### src/rtl/lsq_pkg.sv
// Load/store queue shared types and sizing.
// Entry layout plus the head issue qualifier.
package lsq_pkg;

  localparam int DEPTH = 8;
  localparam int TAG_W = 3;

  typedef struct packed {
    logic        valid;
    logic        is_store;
    logic        size;
    logic [31:0] pc;
    logic [31:0] addr;
    logic [31:0] data;
    logic        addr_rdy;
    logic        committed;
  } lsq_entry_t;

  // Head may go to memory once its address is known and,
  // for a store, the ROB has retired it.
  function automatic logic can_issue(lsq_entry_t e);
    return e.valid && e.addr_rdy
        && (!e.is_store || e.committed);
  endfunction

endpackage

### src/rtl/lsq_ptr.sv
// Wrap-around queue pointer.
// Power-of-two depth, so the natural overflow wraps.
module lsq_ptr #(
  parameter int W = 3
) (
  input  logic         clk,
  input  logic         rstn,
  input  logic         clr_i,
  input  logic         inc_i,
  output logic [W-1:0] ptr_o
);

  logic [W-1:0] ptr_q;

  // Clear wins over increment.
  always_ff @(posedge clk or negedge rstn) begin
    if (!rstn) begin
      ptr_q <= '0;
    end else if (clr_i) begin
      ptr_q <= '0;
    end else if (inc_i) begin
      ptr_q <= ptr_q + W'(1);
    end
  end

  assign ptr_o = ptr_q;

endmodule

### src/rtl/load_store_queue.sv
// In-order load/store queue in front of dataMemory.
// Stores wait for ROB commit; one op issues per cycle.
module load_store_queue #(
  parameter int DEPTH = lsq_pkg::DEPTH,
  parameter int TAG_W = lsq_pkg::TAG_W
) (
  input  logic             clk,
  input  logic             rstn,
  input  logic             alloc_valid,
  input  logic             alloc_isStore,
  input  logic             alloc_storeSize,
  input  logic [31:0]      alloc_PC,
  output logic             alloc_ready,
  output logic [TAG_W-1:0] alloc_tag,
  input  logic             exec_valid,
  input  logic [TAG_W-1:0] exec_tag,
  input  logic [31:0]      exec_address,
  input  logic [31:0]      exec_data,
  input  logic             commit_valid,
  input  logic [TAG_W-1:0] commit_tag,
  input  logic             flush,
  input  logic             mem_stall,
  output logic [31:0]      PC_out,
  output logic [31:0]      address,
  output logic [31:0]      dataSw,
  output logic             memRead,
  output logic             memWrite,
  output logic             storeSize,
  output logic             fromLSQ,
  output logic [TAG_W:0]   count
);

  import lsq_pkg::*;

  localparam logic [TAG_W:0] FULL = (TAG_W+1)'(DEPTH);

  lsq_entry_t ent_q [DEPTH];
  lsq_entry_t ent_d [DEPTH];
  lsq_entry_t hd;

  logic [TAG_W-1:0] head;
  logic [TAG_W-1:0] tail;
  logic [TAG_W:0]   cnt_q;
  logic [TAG_W:0]   cnt_d;
  logic             do_alloc;
  logic             do_issue;

  logic [31:0] pc_q;
  logic [31:0] addr_q;
  logic [31:0] data_q;
  logic        size_q;
  logic        rd_q;
  logic        wr_q;
  logic        fl_q;

  assign hd          = ent_q[head];
  assign alloc_ready = cnt_q < FULL;
  assign alloc_tag   = tail;
  assign do_alloc    = alloc_valid && alloc_ready && !flush;
  assign do_issue    = can_issue(hd) && !mem_stall && !flush;

  lsq_ptr #(.W(TAG_W)) u_head (
    .clk   (clk),
    .rstn  (rstn),
    .clr_i (flush),
    .inc_i (do_issue),
    .ptr_o (head)
  );

  lsq_ptr #(.W(TAG_W)) u_tail (
    .clk   (clk),
    .rstn  (rstn),
    .clr_i (flush),
    .inc_i (do_alloc),
    .ptr_o (tail)
  );

  // Entry updates: AGU, commit, retire head, then new tail.
  always_comb begin
    ent_d = ent_q;
    if (exec_valid && ent_q[exec_tag].valid) begin
      ent_d[exec_tag].addr     = exec_address;
      ent_d[exec_tag].data     = exec_data;
      ent_d[exec_tag].addr_rdy = 1'b1;
    end
    if (commit_valid && ent_q[commit_tag].valid
        && ent_q[commit_tag].is_store) begin
      ent_d[commit_tag].committed = 1'b1;
    end
    if (do_issue) begin
      ent_d[head] = '0;
    end
    if (do_alloc) begin
      ent_d[tail]          = '0;
      ent_d[tail].valid    = 1'b1;
      ent_d[tail].is_store = alloc_isStore;
      ent_d[tail].size     = alloc_storeSize;
      ent_d[tail].pc       = alloc_PC;
    end
    if (flush) begin
      for (int i = 0; i < DEPTH; i++) begin
        ent_d[i] = '0;
      end
    end
  end

  // Occupancy: alloc and issue in one cycle cancel out.
  always_comb begin
    cnt_d = cnt_q;
    unique case (1'b1)
      flush:                 cnt_d = '0;
      do_alloc && !do_issue: cnt_d = cnt_q + 1'b1;
      do_issue && !do_alloc: cnt_d = cnt_q - 1'b1;
      default:               cnt_d = cnt_q;
    endcase
  end

  // Entry storage and occupancy registers.
  always_ff @(posedge clk or negedge rstn) begin
    if (!rstn) begin
      for (int i = 0; i < DEPTH; i++) begin
        ent_q[i] <= '0;
      end
      cnt_q <= '0;
    end else begin
      ent_q <= ent_d;
      cnt_q <= cnt_d;
    end
  end

  // Issue port: controls pulse, data holds between issues.
  always_ff @(posedge clk or negedge rstn) begin
    if (!rstn) begin
      pc_q   <= '0;
      addr_q <= '0;
      data_q <= '0;
      size_q <= 1'b0;
      rd_q   <= 1'b0;
      wr_q   <= 1'b0;
      fl_q   <= 1'b0;
    end else begin
      rd_q <= 1'b0;
      wr_q <= 1'b0;
      fl_q <= 1'b0;
      if (do_issue) begin
        pc_q   <= hd.pc;
        addr_q <= hd.addr;
        data_q <= hd.data;
        size_q <= hd.size;
        rd_q   <= !hd.is_store;
        wr_q   <= hd.is_store;
        fl_q   <= 1'b1;
      end
    end
  end

  assign PC_out    = pc_q;
  assign address   = addr_q;
  assign dataSw    = data_q;
  assign storeSize = size_q;
  assign memRead   = rd_q;
  assign memWrite  = wr_q;
  assign fromLSQ   = fl_q;
  assign count     = cnt_q;

endmodule
### config.mk
export PLATFORM = sky130hd
export DESIGN_NAME = load_store_queue
export DESIGN_NICKNAME = d
export VERILOG_FILES = /design/src/rtl/lsq_pkg.sv /design/src/rtl/lsq_ptr.sv /design/src/rtl/load_store_queue.sv
export SDC_FILE = /design/constraint.sdc
export NUM_CORES = 2
export LEC_CHECK = 0
export BUFFER_PORTS_ARGS = -buffer_cell sky130_fd_sc_hd__buf_2
export CORE_ASPECT_RATIO = 0.6
export CORE_MARGIN = 2
export CORE_UTILIZATION = 50
export CTS_CLUSTER_DIAMETER = 200
export DETAILED_ROUTE_END_ITERATION = 8
export PLACE_DENSITY = 0.67
export SETUP_SLACK_MARGIN = 0.5
export SLEW_MARGIN = 40
export SYNTH_ARGS = -nofsm -noshare
export SYNTH_HDL_FRONTEND = slang
export SYNTH_SLANG_ARGS = --single-unit
### constraint.sdc
create_clock -name clk -period 8.1 [get_ports clk]
set_input_delay 0.405 -clock clk [delete_from_list [all_inputs] [get_ports clk]]
set_output_delay 0.405 -clock clk [all_outputs]
set_load 0.05 [all_outputs]
# Word level (Yosys, flattened, before mapping)

Index checks and enable logic that the tools add are counted.

Word-level logic and storage cells: 169
Output and inout bits: 108
Input bits: 111
Bits in registers: 918

Order comparisons: 9
Bitwise logic cells: 8
Muxes and demuxes: 50
Add/subtract/negate cells: 4
Reduce and logical (&&, ||, !) cells: 24

Operators with widths:

| operator                                                   | number |
|---|---|
| bitwise mux 808 bit                                        | 8 |
| two-way mux 808 bit                                        | 5 |
| demux 101 bit (select 3 bit)                               | 10 |
| bitwise AND 808 bit                                        | 2 |
| NOT 808 bit                                                | 2 |
| binary-select mux 101 bit (select 3 bit)                   | 3 |
| two-way mux 101 bit                                        | 9 |
| two-way mux 100 bit                                        | 1 |
| two-way mux 99 bit                                         | 1 |
| two-way mux 98 bit                                         | 1 |
| two-way mux 66 bit                                         | 1 |
| two-way mux 34 bit                                         | 1 |
| >= comparator 4 bit, second input constant                 | 4 |
| less-than comparator 4 x 1 -> 1 bit, second input constant | 4 |
| NOT 3 -> 4 bit                                             | 4 |
| logical AND 1 bit                                          | 15 |
| two-way mux 3 bit                                          | 4 |
| case mux 4 bit (3 select lines)                            | 1 |
| adder 3 x 1 -> 3 bit, second input constant                | 2 |
| logical NOT 1 bit                                          | 5 |
| adder 4 x 1 -> 4 bit, second input constant                | 1 |
| less-than comparator 4 bit, second input constant          | 1 |
| two-way mux 1 bit                                          | 4 |
| nonzero test 2 bit                                         | 2 |
| other kinds (4)                                            | 4 |

# Longest topological paths before layout

Depth in word-level cells: 20
Mapped depth: 16
Mapped depth without buffers: 12

# Cells and area by module

Synthesis repeated with hierarchy kept, for this count alone.

Cells, all modules: 3979
Area total of the unflattened synthesis: 40388.7 um^2

By module, submodules not included:

| module           | instances | cells each | sequential area each (um^2) | area each (um^2) |
|---|---|---|---|---|
| load_store_queue | 1         | 3957       | 22821.9                     | 40116.0 |
| lsq_ptr          | 2         | 11         | 75.1                        | 136.4 |

# Worst setup path before layout

OpenSTA, ideal clock, no wires.

Kind: register to register
From: register u_head.ptr_q[0], in the netlist u_head.ptr_o[0]
To: register cnt_q[3], in the netlist count[3]
Data required time: 8.014 ns
Buffers on the path: 4
Arrival time: 3.554 ns
Library setup time: 0.086 ns
Cell stages (with the launch flop): 17
Slack: 4.460 ns
Clock period less this slack: 3.640 ns
Cell sequence: dfrtp_1 > buf_2 > buf_2 > nor2b_1 > a22oi_1 > and4_1 > buf_2 > nand4_4 > nor2_4 > buf_2 > ha_1 > ha_1 > a31o_2 > a22oi_1 > o21ai_0 > or4_1 > o21ai_0

Longest elaborated chain between the ends: 12
Elaborated cells on any way between the ends: 15
Those cells by class: 4 x mux; 1 x bitwise; 10 x reduce/logical

Ends and longest elaborated chain:

| element                                                               | RTL line                | RTL |
|---|---|---|
| from (decl)                                                           | lsq_ptr.sv:13           | `logic [W-1:0] ptr_q;` |
| from (signal assigned)                                                | lsq_ptr.sv:22           | `ptr_q <= ptr_q + W'(1);` |
| NOT 3 -> 4 bit (not written as such) *                                | load_store_queue.sv:56  | `assign hd = ent_q[head];` |
| binary-select mux 101 bit (select 3 bit) *                            | load_store_queue.sv:56  |  |
| two-way mux 101 bit (not written as such) * (2 in series)             | load_store_queue.sv:56  |  |
| logical NOT 1 bit                                                     | lsq_pkg.sv:23           | `&& (!e.is_store \|\| e.committed);` |
| logical OR 1 bit                                                      | lsq_pkg.sv:23           |  |
| logical AND 1 bit *                                                   | lsq_pkg.sv:23           |  |
| logical AND 1 bit * (2 in series)                                     | load_store_queue.sv:60  | `assign do_issue = can_issue(hd) && !mem_stall && !flush;` |
| named net do_issue                                                    | load_store_queue.sv:46  | `logic do_issue;` |
| logical NOT 1 bit                                                     | load_store_queue.sv:112 | `do_alloc && !do_issue: cnt_d = cnt_q + 1'b1;` |
| logical AND 1 bit                                                     | load_store_queue.sv:112 |  |
| case mux 4 bit (3 select lines) or nonzero test 3 bit (tied branches) | --                      |  |
| to (signal assigned)                                                  | load_store_queue.sv:127 | `cnt_q <= cnt_d;` |
| to (decl)                                                             | load_store_queue.sv:43  | `logic [TAG_W:0] cnt_q;` |

Mark *: on every way through the listed nets, which the timed path passes. The rest lies on a longest branch. The select of a mux whose other input is x is not followed.
A chain may end at the register's enable or synchronous reset.

# Worst setup path after layout

From: register u_head.ptr_q[1], in the netlist u_head.ptr_o[1]
To: register pc_q[21], in the netlist PC_out[21]

Longest elaborated chain between the ends: 9
Elaborated cells on any way between the ends: 10
Those cells by class: 3 x mux; 1 x bitwise; 6 x reduce/logical

Ends and longest elaborated chain:

| element                                                   | RTL line                | RTL |
|---|---|---|
| NOT 3 -> 4 bit (not written as such) *                    | load_store_queue.sv:56  |  |
| binary-select mux 101 bit (select 3 bit) *                | load_store_queue.sv:56  |  |
| two-way mux 101 bit (not written as such) * (2 in series) | load_store_queue.sv:56  |  |
| logical NOT 1 bit                                         | lsq_pkg.sv:23           |  |
| logical OR 1 bit                                          | lsq_pkg.sv:23           |  |
| logical AND 1 bit                                         | lsq_pkg.sv:23           |  |
| logical AND 1 bit (2 in series)                           | load_store_queue.sv:60  |  |
| to (signal assigned)                                      | load_store_queue.sv:146 | `pc_q <= hd.pc;` |
| to (decl)                                                 | load_store_queue.sv:48  | `logic [31:0] pc_q;` |

Mark *: on every way between the ends. The rest lies on a longest branch, timed or not. The select of a mux whose other input is x is not followed.

==> results.cfg <==
[clocking]
cts_tree = done
cts_buffers = 88
cts_buffer_depth = 3
clock-sinks = 918
clock_latency_ns = 0.65
clockRootBuffer = clkbuf_16
h-tree-depth = 3
clkTransAtPathRegs_ns = 0.06

[pwr]
peakVddDrop_mv = 0.123
power_density_nw_per_um2 = 205
p_leak_nw = 20.6
finalPower_mw = 9.53

[critical_path]
rrSetupSlack_ns = 3.49
crit_top_cell = buf_4
critical-path-top-delay-family = buffers and inverters
critPathBufInv = 2
worstSetupPathType = flop to flop
cp.required_ns = 8.63
crit_chain = mux2i_1 > mux4_2 > a311o_1 > nand4_4 > nor2_4 > buf_4 > buf_4 > mux2_2
slowest_delay_ns = 0.74
cp-end-kind = flop
setup.worst_path.start_class = flop
slowest_stage = dfrtp_1
path_depth = 8
r2r-end = PC_out[21]
startpoint = u_head.ptr_o[1]
critPathMaxFanout = 46
worst_ep_arrival_time_ns = 5.14
critical_path.reg2reg.startpoint = u_head.ptr_o[1]
reg2reg_depth = 8

[synth]
ys_types = 66
syn_nets = 4448
syn-mean-instance-area_um2 = 9.60
synth-seq-cells = 918
ys_async_sr_fraction = 1.00
yosysTopAreaCell = dfrtp_1
synth_mux_area_frac = 0.0458
synthFlopType = dfrtp_1
synth_top_cell_area_share = 0.553
synth_area_um2 = 41600
synth-compound-area-share = 0.186
ys_seq_area_frac = 0.553
synth_top_family_by_area = compound AO/OA/AOI/OAI gates
synth-simple-area-share = 0.164
synthXorXnorAreaFrac = 0.00105
synth_cells = 4330
synth_edf_count = 0
ys_top_cells_by_area = dfrtp_1, nand2_1, a22oi_1
synth_fa_ha_area_frac = 0.00211
yosysMostFrequentCell = nand2_1
synth_top_cells_by_count = nand2_1, dfrtp_1, a21oi_1, clkbuf_1, a22oi_1
ys_warn_count = 0

[floorplan]
dieArea_um2 = 85500
std_cell_rows = 81
die_w_um = 376
coreArea_um2 = 81900
ios = 219
die_y_um = 227
initial_core_util = 0.508

[worst_hold_path]
hold_start = alloc_PC[11]
min_to = ent_q[683]
hp-class = primary input to flop
hold-path-cell-count = 3

[routing]
post_drt_wl_per_cell_um = 25.9
maxUsedRoutingLayer = met5
wl_met1_um = 61300
drc = 0
dr.first_iter.drc_count = 4401
wl_met2_um = 60900
first_pass_iters = 6
wl_um = 141000
dr_wl_met3_um = 15600
vias = 34500
avgViaCountPerCell = 6.32
ant_nets = 0

[final_layout]
postLayoutCellArea_um2 = 46500
areaGrowthSynthToFinish_pct = 12.0
num-nets-final = 4418
drive_above_1_share = 0.147

[place]
gp_congestion = 0.861
dp.final_hpwl_um = 74300
portBuffers = 218
placed_cell_area_um2 = 43400

[sta]
tns_ns = 0
tightest_slew_ns = 0.920
skew_ns = 0.0190
hold_viol_final = 0
fin_crit_ns = 4.61
slew_violations = 0
finalCritPeriodShare = 0.569
slew_headroom = 0.386
fmax_ghz = 0.217
setup_violations = 0
rsz0062_at_grt = false

[global_routing]
grt_max_degree = 139
grt-ovfl-total = 0
track_usage = 0.330
grt_pass1_vias = 34100
grt_pass1_wl_um = 216000
antenna_found_initial = 19

[status]
status = completed

[job]
maxCapViolations = 0
area by class of cell:
| class | instances | area [um2] |
|---|---|---|
| Clock buffer | 123 | 2560 |
| Fill cell | 7116 | 35300 |
| Inverter | 49 | 184 |
| Multi-Input combinational cell | 2943 | 16900 |
| Tap cell | 1079 | 1350 |
| Clock inverter | 37 | 468 |
| Sequential cell | 918 | 23000 |
| Timing Repair Buffer | 300 | 2110 |
| Antenna cell | 11 | 27.5 |
metrics by stage:
stage / setup WS [ns] / cells / utilization / hold WS, ns
2_1_floorplan: 4.46 / 4330 / - / 0.109
3_3_place_gp: 3.07 / 5267 / 0.524 / 0.419
3_5_place_dp: 3.12 / 5282 / 0.530 / 0.427
4_1_cts: 3.10 / 5445 / 0.567 / 0.000474
5_1_grt: 3.16 / 5459 / 0.568 / 0.00464
6_report: 3.49 / 5460 / 0.568 / 0.0183
logic make-up after synthesis:
kind of cell | after synthesis
AND/OR/NAND/NOR | 1624
AO/OA/AOI/OAI | 1133
flip-flops | 918
buffers and inverters | 469
multiplexers | 174
adder cells (fa/ha/maj) | 7
XOR/XNOR | 5
worst reg2reg max path: stages (launching register included):
cell and delay [ns]:
dfrtp_1 0.74, mux2i_1 0.27, mux4_2 0.38, a311o_1 0.51
nand4_4 0.35, nor2_4 0.43, buf_4 0.61, buf_4 0.77
mux2_2 0.46
registers in the layout, summed over array words and instances (netlist names):
name          flops
PC_out           32
address          32
count             4
dataSw           32
ent_q           808
fromLSQ           1
memRead           1
memWrite          1
storeSize         1
u_head.ptr_o      3
u_tail.ptr_o      3
routing by layer:
metal / track usage / vias to the layer above
li1: - / 14900
met1: 0.493 / 17200
met2: 0.481 / 2018
met3: 0.0712 / 291
met4: 0.102 / 10
met5: 0 / -
report_power, final:
part | switching, mW | internal (mW) | leakage [nW]
clock network | 1.85 | 2.53 | 1.49
registers | 0.0289 | 4.62 | 12.8
logic | 0.393 | 0.106 | 6.34
total | 2.27 | 7.26 | 20.6
what timing repair did:
action	CTS	global route
buffers inserted	0	0
hold buffers	3	0
resized for setup	0	0
hold endpoints to repair	73	0
layout by cell type (no fill, tap or decap), drive strengths merged, types with 107 or more instances in the layout:
master and instances:
a22oi 252, clkbuf 123, nand2 1196, a21oi 463, nor2 108, o21ai 130, buf 297, nand3 146
a22o 107, dfrtp 918
worst max-delay path by stage:
stage	end
finish	PC_out[21]
floorplan	count[3]
CTS	PC_out[20]
global route	count[0]
global placement	count[3]
detailed placement	PC_out[21]
(Power assumes the default switching activity.)
